--- src/rtl/mips_dmem_responder.sv ---
// Data-memory responder for the single-cycle MIPS core: word RAM plus an MMIO page (TXDATA/STATUS/CYCLE); CYCLE counter built only with DMEM_CYCLE_COUNTER_EN.
// Latency: loads are combinational from aluout; stores, FIFO pushes and register writes land at the next clk edge.
// Backpressure: tx_ready low holds tx_data; a TXDATA push into a full FIFO with no same-edge pop is dropped and sets overflow.

// Transmit byte FIFO: circular buffer with count; a push while full is taken only if a pop shares the edge.
// Latency: a pushed entry appears at out_dat one edge after the push (no bypass).
// Backpressure: out_rdy low holds out_dat stable; in_rdy low means a push would be refused.
module mips_dmem_fifo #(
    parameter int WIDTH = 8,
    parameter int DEPTH = 4
) (
    input  logic             clk,
    input  logic             reset_n,
    input  logic             in_vld,
    output logic             in_rdy,
    input  logic [WIDTH-1:0] in_dat,
    output logic             out_vld,
    input  logic             out_rdy,
    output logic [WIDTH-1:0] out_dat,
    output logic             full,
    output logic             empty
);
    localparam int PW = $clog2(DEPTH);
    localparam logic [PW-1:0] PTR_ONE = 1;
    localparam logic [PW:0]   CNT_ONE = 1;
    localparam logic [PW:0]   CNT_FULL = DEPTH[PW:0];

    logic [WIDTH-1:0] mem [DEPTH];
    logic [PW-1:0]    wr_ptr;
    logic [PW-1:0]    rd_ptr;
    logic [PW:0]      count;
    logic             push;
    logic             pop;

    assign empty   = (count == '0);
    assign full    = (count == CNT_FULL);
    assign out_vld = !empty;
    assign out_dat = mem[rd_ptr];
    assign pop     = out_vld & out_rdy;
    assign in_rdy  = !full | pop;
    assign push    = in_vld & in_rdy;

    always_ff @(posedge clk or negedge reset_n) begin
        if (!reset_n) begin
            wr_ptr <= '0;
            rd_ptr <= '0;
            count  <= '0;
        end else begin
            if (push)
                wr_ptr <= wr_ptr + PTR_ONE;
            if (pop)
                rd_ptr <= rd_ptr + PTR_ONE;
            if (push && !pop)
                count <= count + CNT_ONE;
            else if (pop && !push)
                count <= count - CNT_ONE;
        end
    end

    always_ff @(posedge clk) begin
        if (push)
            mem[wr_ptr] <= in_dat;
    end
endmodule

module mips_dmem_responder #(
    parameter int DEPTH_WORDS = 64,
    parameter int FIFO_DEPTH  = 4
) (
    input  logic        clk,
    input  logic        reset_n,
    input  logic        memwrite,
    input  logic [31:0] aluout,
    input  logic [31:0] writedata,
    output logic [31:0] readdata,
    output logic [7:0]  tx_data,
    output logic        tx_valid,
    input  logic        tx_ready
);
    localparam int AW = $clog2(DEPTH_WORDS);
    localparam logic [31:0] ADDR_TXDATA = 32'hFFFF_FFF0;
    localparam logic [31:0] ADDR_STATUS = 32'hFFFF_FFF4;
    localparam logic [31:0] ADDR_CYCLE  = 32'hFFFF_FFF8;

    logic [31:0]   ram [DEPTH_WORDS];
    logic [AW-1:0] widx;
    logic          is_ram;
    logic          is_txdata;
    logic          is_status;
    logic          is_cycle;
    logic          tx_push;
    logic          tx_accept;
    logic          tx_full;
    logic          tx_empty;
    logic          overflow;
    logic [31:0]   cycle_val;

    // RAM ignores upper address bits, so it aliases across the low half of the space.
    assign widx      = aluout[AW+1:2];
    assign is_ram    = !aluout[31];
    assign is_txdata = (aluout == ADDR_TXDATA);
    assign is_status = (aluout == ADDR_STATUS);
    assign is_cycle  = (aluout == ADDR_CYCLE);
    assign tx_push   = memwrite & is_txdata;

    always_ff @(posedge clk) begin
        if (memwrite && is_ram)
            ram[widx] <= writedata;
    end

    mips_dmem_fifo #(
        .WIDTH (8),
        .DEPTH (FIFO_DEPTH)
    ) u_tx_fifo (
        .clk     (clk),
        .reset_n (reset_n),
        .in_vld  (tx_push),
        .in_rdy  (tx_accept),
        .in_dat  (writedata[7:0]),
        .out_vld (tx_valid),
        .out_rdy (tx_ready),
        .out_dat (tx_data),
        .full    (tx_full),
        .empty   (tx_empty)
    );

    // A dropped push takes priority over a same-edge clear.
    always_ff @(posedge clk or negedge reset_n) begin
        if (!reset_n)
            overflow <= 1'b0;
        else if (tx_push && !tx_accept)
            overflow <= 1'b1;
        else if (memwrite && is_status && writedata[2])
            overflow <= 1'b0;
    end

`ifdef DMEM_CYCLE_COUNTER_EN
    logic [31:0] cycle;

    always_ff @(posedge clk or negedge reset_n) begin
        if (!reset_n)
            cycle <= '0;
        else if (memwrite && is_cycle)
            cycle <= writedata;
        else
            cycle <= cycle + 32'd1;
    end

    assign cycle_val = cycle;
`else
    assign cycle_val = '0;
`endif

    always_comb begin
        readdata = '0;
        if (is_ram)
            readdata = ram[widx];
        else if (is_status)
            readdata = {29'b0, overflow, tx_full, tx_empty};
        else if (is_cycle)
            readdata = cycle_val;
    end
endmodule

--- config.mk ---
export PLATFORM = sky130hd
export DESIGN_NAME = mips_dmem_responder
export DESIGN_NICKNAME = d
export VERILOG_FILES = /design/src/rtl/mips_dmem_responder.sv
export SDC_FILE = /design/constraint.sdc
export NUM_CORES = 2
export LEC_CHECK = 0
export ABC_AREA = 1
export CAP_MARGIN = 20
export CORE_MARGIN = 2
export CORE_UTILIZATION = 42
export DETAILED_ROUTE_END_ITERATION = 6
export PLACE_DENSITY = 0.62
export RECOVER_POWER = 50
export SETUP_SLACK_MARGIN = 0.4
export SYNTH_ARGS = -nofsm -noshare
export SYNTH_HDL_FRONTEND = slang
export SYNTH_SLANG_ARGS = --single-unit
--- constraint.sdc ---
create_clock -name clk -period 2.45 [get_ports clk]
set_clock_uncertainty 0.15 [all_clocks]
set_input_delay 0.3675 -clock clk [delete_from_list [all_inputs] [get_ports clk]]
set_output_delay 0.3675 -clock clk [all_outputs]
set_load 0.05 [all_outputs]
**Word-level counts from Yosys, hierarchy flattened**

Memories as Yosys holds them, arrays and structs flattened.
Index checks and enable logic that the tools add are counted.

- Bitwise operators: 4
- Equality and inequality tests: 3
- Muxes and demuxes: 10
- Add/subtract/negate cells: 4
- Reduce and logical (&&, ||, !) cells: 15

Operators by type and width:

| cell | count |
|---|---|
| $eq A32 B32 Y1 const B | 2 |
| $mux W32 | 1 |
| $mux W3 | 3 |
| $logic_and A1 B1 Y1 | 6 |
| $logic_not A1 Y1 | 6 |
| $mux W1 | 6 |
| $add A2 B1 Y2 const B | 2 |
| $reduce_bool A2 Y1 | 2 |
| $add A3 B1 Y3 const B | 1 |
| $and A1 B1 Y1 | 3 |
| $eq A3 B3 Y1 const B | 1 |
| $logic_not A3 Y1 | 1 |
| $sub A3 B1 Y3 const B | 1 |
| $or A1 B1 Y1 | 1 |

- Register bits after elaboration: 8
- Logic and storage cells: 42
- RAM bits: 2080
- Output and inout port bits: 41
- Memories: 2
- Input bits: 68

Memory list:

| memory | depth | width | read ports | clocked after Yosys merged registers in | wr ports | RTL line | RTL |
|---|---|---|---|---|---|---|---|
| ram | 64 | 32 | 1 | 0 | 1 | 85 | `logic [31:0] ram [DEPTH_WORDS];` |
| u_tx_fifo.mem | 4 | 8 | 1 | 0 | 1 | 28 | `logic [WIDTH-1:0] mem [DEPTH];` |

**Logic depth before layout (Yosys ltp)**

- Depth after elaboration: 9
- Depth in mapped cells: 15
- Depth with buffers taken out: 14

**Hierarchy**

From an unflattened synthesis, not the netlist that was laid out.

- Cell total of the unflattened synthesis: 7360
- Area, all modules: 84959.0 um2

Modules (own cells, without submodules):

| module | sequential area each (um2) | cells an instance | times used | area each (um2) |
|---|---|---|---|---|
| mips_dmem_responder | 61524.0 | 7213 | 1 | 83248.6 |
| mips_dmem_fifo | 1136.1 | 147 | 1 | 1710.4 |

**Least setup slack after synthesis**

No wires, ideal clock.

- Kind: in2reg
- Start: input aluout[3]
- End: memory ram[13][0], enable pin
- Arrival: 2.751 ns
- Required time: 1.879 ns
- Library setup time: 0.421 ns
- Cell stages on the path: 7
- Slack: -0.872 ns
- Path buffers: 4
- Path through: buf_4 > nor2_2 > buf_4 > buf_4 > buf_2 > nand3_1 > nor2_1

RTL lines:

| element | RTL line | RTL |
|---|---|---|
| start, declared | 73 | `input logic [31:0] aluout,` |
| end, declared | 85 |  |

No word-level cell before the write port.

**Worst setup path after layout**

- Start: memory ram[2][18]
- End: output readdata[18]

- Cells in the longest elaborated chain, start to end: 2

RTL lines:

| element | RTL line | RTL |
|---|---|---|
| $mem_v2 Z64 W32 | - |  |
| $mux W32 | 156 | `if (is_ram)` |
| end, declared | 75 | `output logic [31:0] readdata,` |

Every way passes these cells.

==> summary.md <==
| Metric | Value |
|---|---|
| Final Hold Fails | `0` |
| Max incr delay on CP | `360 ps` |
| Slew Viols, Final | `between 1000 and 1500` |
| Slew margin rel. | `-40.71%` |
| # Max-Cap Violations | `19` |
| Tcrit/Tclk final | `129.5%` |
| Total routed wirelength | `264.8 mm` |
| Fillers | `16060` |
| 1st-iter DRT viols | `7960` |
| Crit Reg-Reg Endpoint | `u_tx_fifo.count[1]$_DFFE_PN0P_` |
| HP Class | `primary input to flop` |
| Synth cell types | `33` |
| Initial Util | `42.27%` |
| Reg2Reg Depth | `10` |
| Startpoint Class | `flop` |
| Skew-Pair Late Insertion Delay | `830 ps` |
| Req. time, crit path | `1930 ps` |
| DPL Wire Length | `156.6 mm` |
| VDD IR max | `0.5887 mV` |
| Setup CP Type | `flop to primary output` |
| Io pins | `109` |
| Leak Pwr | `34.62 nW` |
| CTS root buffer | `clkbuf_16` |
| Crit path max-delay cell type | `edfxtp_1` |
| Placed insts | `9365` |
| Largest net degree at the start of global routing | `69` |
| Final setup vio count | `40` |
| Final setup TNS | `-19630 ps` |
| Top cells by area, synth | `edfxtp_1 76%, nand2_1 6.5%, nor2_1 3.5%` |
| RSZ-0062 raised after global routing | `yes` |
| Core Region | `194800 sq um` |
| Non-Filler Instances | `9797` |
| Worst-Margin Slew | `2111 ps` |
| DRC errors left | `0` |
| Setup crit end kind | `primary output` |
| Rows | `162` |
| DR WL/cell | `27.03 um` |
| Status | `finished with violations` |
| Worst-path clk slew | `60 ps` |
| Max FO, Critical Path | `1` |
| Area leader, netlist | `edfxtp_1` |
| Layout area overhead | `23.20%` |
| Total number of vias | `56080` |
| Cell count after synthesis | `6425` |
| Synth Register Bits | `about 2100` |
| Post-Place Cell Area | `93080 sq um` |
| Min-Delay Endpoint | `overflow$_DFFE_PN0P_` |
| Die Span X | `446.8 um` |
| TritonRoute pass-1 iters | `6` |
| Tot GR Track Use | `26.17%` |
| Post-synthesis sequential area ratio | `76.10%` |
| GR Overflow Total | `0` |
| Initial antenna violation count | `11` |
| CTS tree | `done` |
| Final min period | `between 3000 and 4000 ps` |
| Final Cell Area | `around 100000 sq um` |
| Final nets | `7087` |
| Failing checks | `max-capacitance violations, max-slew violations, negative setup slack` |
| Pwr dens | `762.1 nW/um^2` |
| H-tree depth | `4` |
| Fmax | `~0.32 GHz` |
| Die ar. | `between 150000 and 200000 sq um` |
| Final ANT Viol Nets | `0` |
| Cell area after synthesis | `82340 sq um` |
| Clock Path Buffers | `3` |
| Share of cells above drive strength 1 | `18.23%` |
| FF-to-FF Start | `u_tx_fifo.count[1]$_DFFE_PN0P_` |
| Sink Count | `2088` |
| IO buf count | `approximately 110` |
| Worst setup margin | `-723.7 ps` |
| First-pass GRT wire length | `378.4 mm` |
| Vias in the first global route | `53640` |
| Ys Warns | `0` |
| Hold Crit Depth | `5` |
| DR vias/cell | `5.724` |
| Synth top area share | `75.85%` |
| Data arrival, critical path | `approximately 2700 ps` |
| GP Congestion | `0.9068` |
| R2R Setup Slk | `270 ps` |
| Min-delay src | `memwrite` |
| Core Util, Final | `52.08%` |
| Avg Cell Area, Syn | `around 13 sq um` |
| Total CTS buffers | `a little under 200` |
| Die Y-Extent | `446.8 um` |
| Cells along the critical path | `nor2_1 -> nor2_1 -> o21ai_1 -> nand4_1 -> nand3_1 -> nand2_2 -> inv_2 -> nand2_4 -> buf_12 -> nor2_4 -> nor2_4 -> buf_12` |
| Synthesized Nets | `~6500` |
==> worst max-delay path by stage <==
stage / startpoint / endpoint / slack (ps) / cells after the start
finish: ram[2][18]$_DFFE_PP_ / readdata[18] / -720 / 12
CTS: ram[2][18]$_DFFE_PP_ / readdata[18] / -780 / 12
global route: ram[2][18]$_DFFE_PP_ / readdata[18] / -810 / 12
global placement: aluout[7] / readdata[16] / -1270 / 10
floorplan: aluout[2] / ram[11][0]$_DFFE_PP_ / -320 / 6
detailed placement: aluout[7] / readdata[16] / -1240 / 10
==> registers in the layout, indices dropped and copies added, names as in the netlist <==
name              cells
u_tx_fifo.count       3
overflow              1
u_tx_fifo.rd_ptr      2
u_tx_fifo.mem        32
ram                2048
u_tx_fifo.wr_ptr      2
==> worst max-delay path: cells and delay by family (launching register included) <==
family / cells / cell delay, ps
AO/OA/AOI/OAI: 1 / 100
buffers and inverters: 3 / 380
flip-flops: 1 / 360
AND/OR/NAND/NOR: 8 / 950
==> cells in the mapped netlist, drive strengths merged <==
cell	count
xnor2	1
nand3b	41
nand4	160
a21oi	294
fa	1
o21ai	430
o22ai	8
nor2	780
buf	279
clkbuf	106
nor4	4
mux2	1
xor2	2
ha	5
o211ai	227
inv	164
and2	1
edfxtp	2080
dfrtp	8
nand2	1418
nor3	3
nand3	409
clkinv	1
or2	2
==> cell families (layout without fill, tap and decap cells) <==
kind of cell | Yosys count | after routing | share of synthesized area [%]
other | 0 | 4 | 0
flip-flops | 2088 | 2088 | 76.10
XOR/XNOR | 3 | 3 | 0.03192
multiplexers | 1 | 1 | 0.01367
AO/OA/AOI/OAI | 959 | 959 | 6.531
adder cells (fa/ha/maj) | 6 | 6 | 0.1003
AND/OR/NAND/NOR | 2818 | 2818 | 14.21
buffers and inverters | 550 | 1294 | 3.013
==> where the power goes <==
| part | switching [mW] | internal (mW) |
|---|---|---|
| Sequential | 0.148 | 39.5 |
| Combinational | 5.00 | 3.00 |
| Clock | 13.1 | 16.6 |
| Total | 18.2 | 59.1 |
==> per-stage QoR <==
step | power [mW] | hold WS, ps | worst slack (ps)
floorplan | 43.30 | -78.09 | -321.6
global placement | 46.93 | 330.7 | -1269
detailed placement | 47.00 | 329.8 | -1238
CTS | 77.02 | 7.576 | -779.4
global route | 79.31 | 99.59 | -814.9
finish | 77.31 | 72.38 | -723.7
==> layout make-up <==
class / count / area [sq um] / area share [%]
diodes: 4 / 10.01 / 0.009867
clock buffers: 247 / 5245 / 5.171
clock inverters: 110 / 925.9 / 0.9127
inverters: 165 / 670.6 / 0.6611
multi-input cells: 3787 / 18970 / 18.70
flip-flops and latches: 2088 / 62670 / 61.77
well taps: 2624 / 3283 / 3.237
repair buffers: 770 / 9659 / 9.522
repair inverters: 2 / 15.01 / 0.01480
==> timing repair <==
item                                    4_1_cts  5_1_grt
buffers inserted                             12        7
hold buffers                                 32        0
hold endpoints to repair                   1482        0
resized for setup                           328      153
gates cloned                                 15        5
endpoints found under the setup margin     1034      273
pin swaps                                    86       97
==> metal layers <==
metal,vias up,track usage (%),part of all wire [%]
met5,-,0,0.011
met4,4,11.63,5.0
met3,505,3.838,9.5
met2,3142,40.80,46
met1,28090,36.53,40
li1,24340,-,-
==> placed cells by master (no fill, tap or decap), types with 27 or more instances in the layout <==
cell             Yosys  routed
nor2_1             777     648
nand3_1            408     358
buf_4               41     320
clkdlybuf4s50_1      0      27
buf_6                3      34
o21ai_0            411     366
edfxtp_1          2080    2080
nand2_2              0      79
nand2_1           1418    1309
nand3_2              1      50
o21ai_1             19      47
inv_1              152     139
nand2_4              0      29
nand4_1            160     160
buf_12               0     242
clkbuf_16            0     212
a21oi_1            294     293
clkinv_2             0      31
dlygate4sd3_1        0      33
clkinv_1             1      53
clkbuf_2             0      30
nor2_2               1      35
o211ai_1           227     227
clkbuf_1           106      63
nor2_4               2      97
nand3b_1            41      41
(Power assumes the default switching activity.)
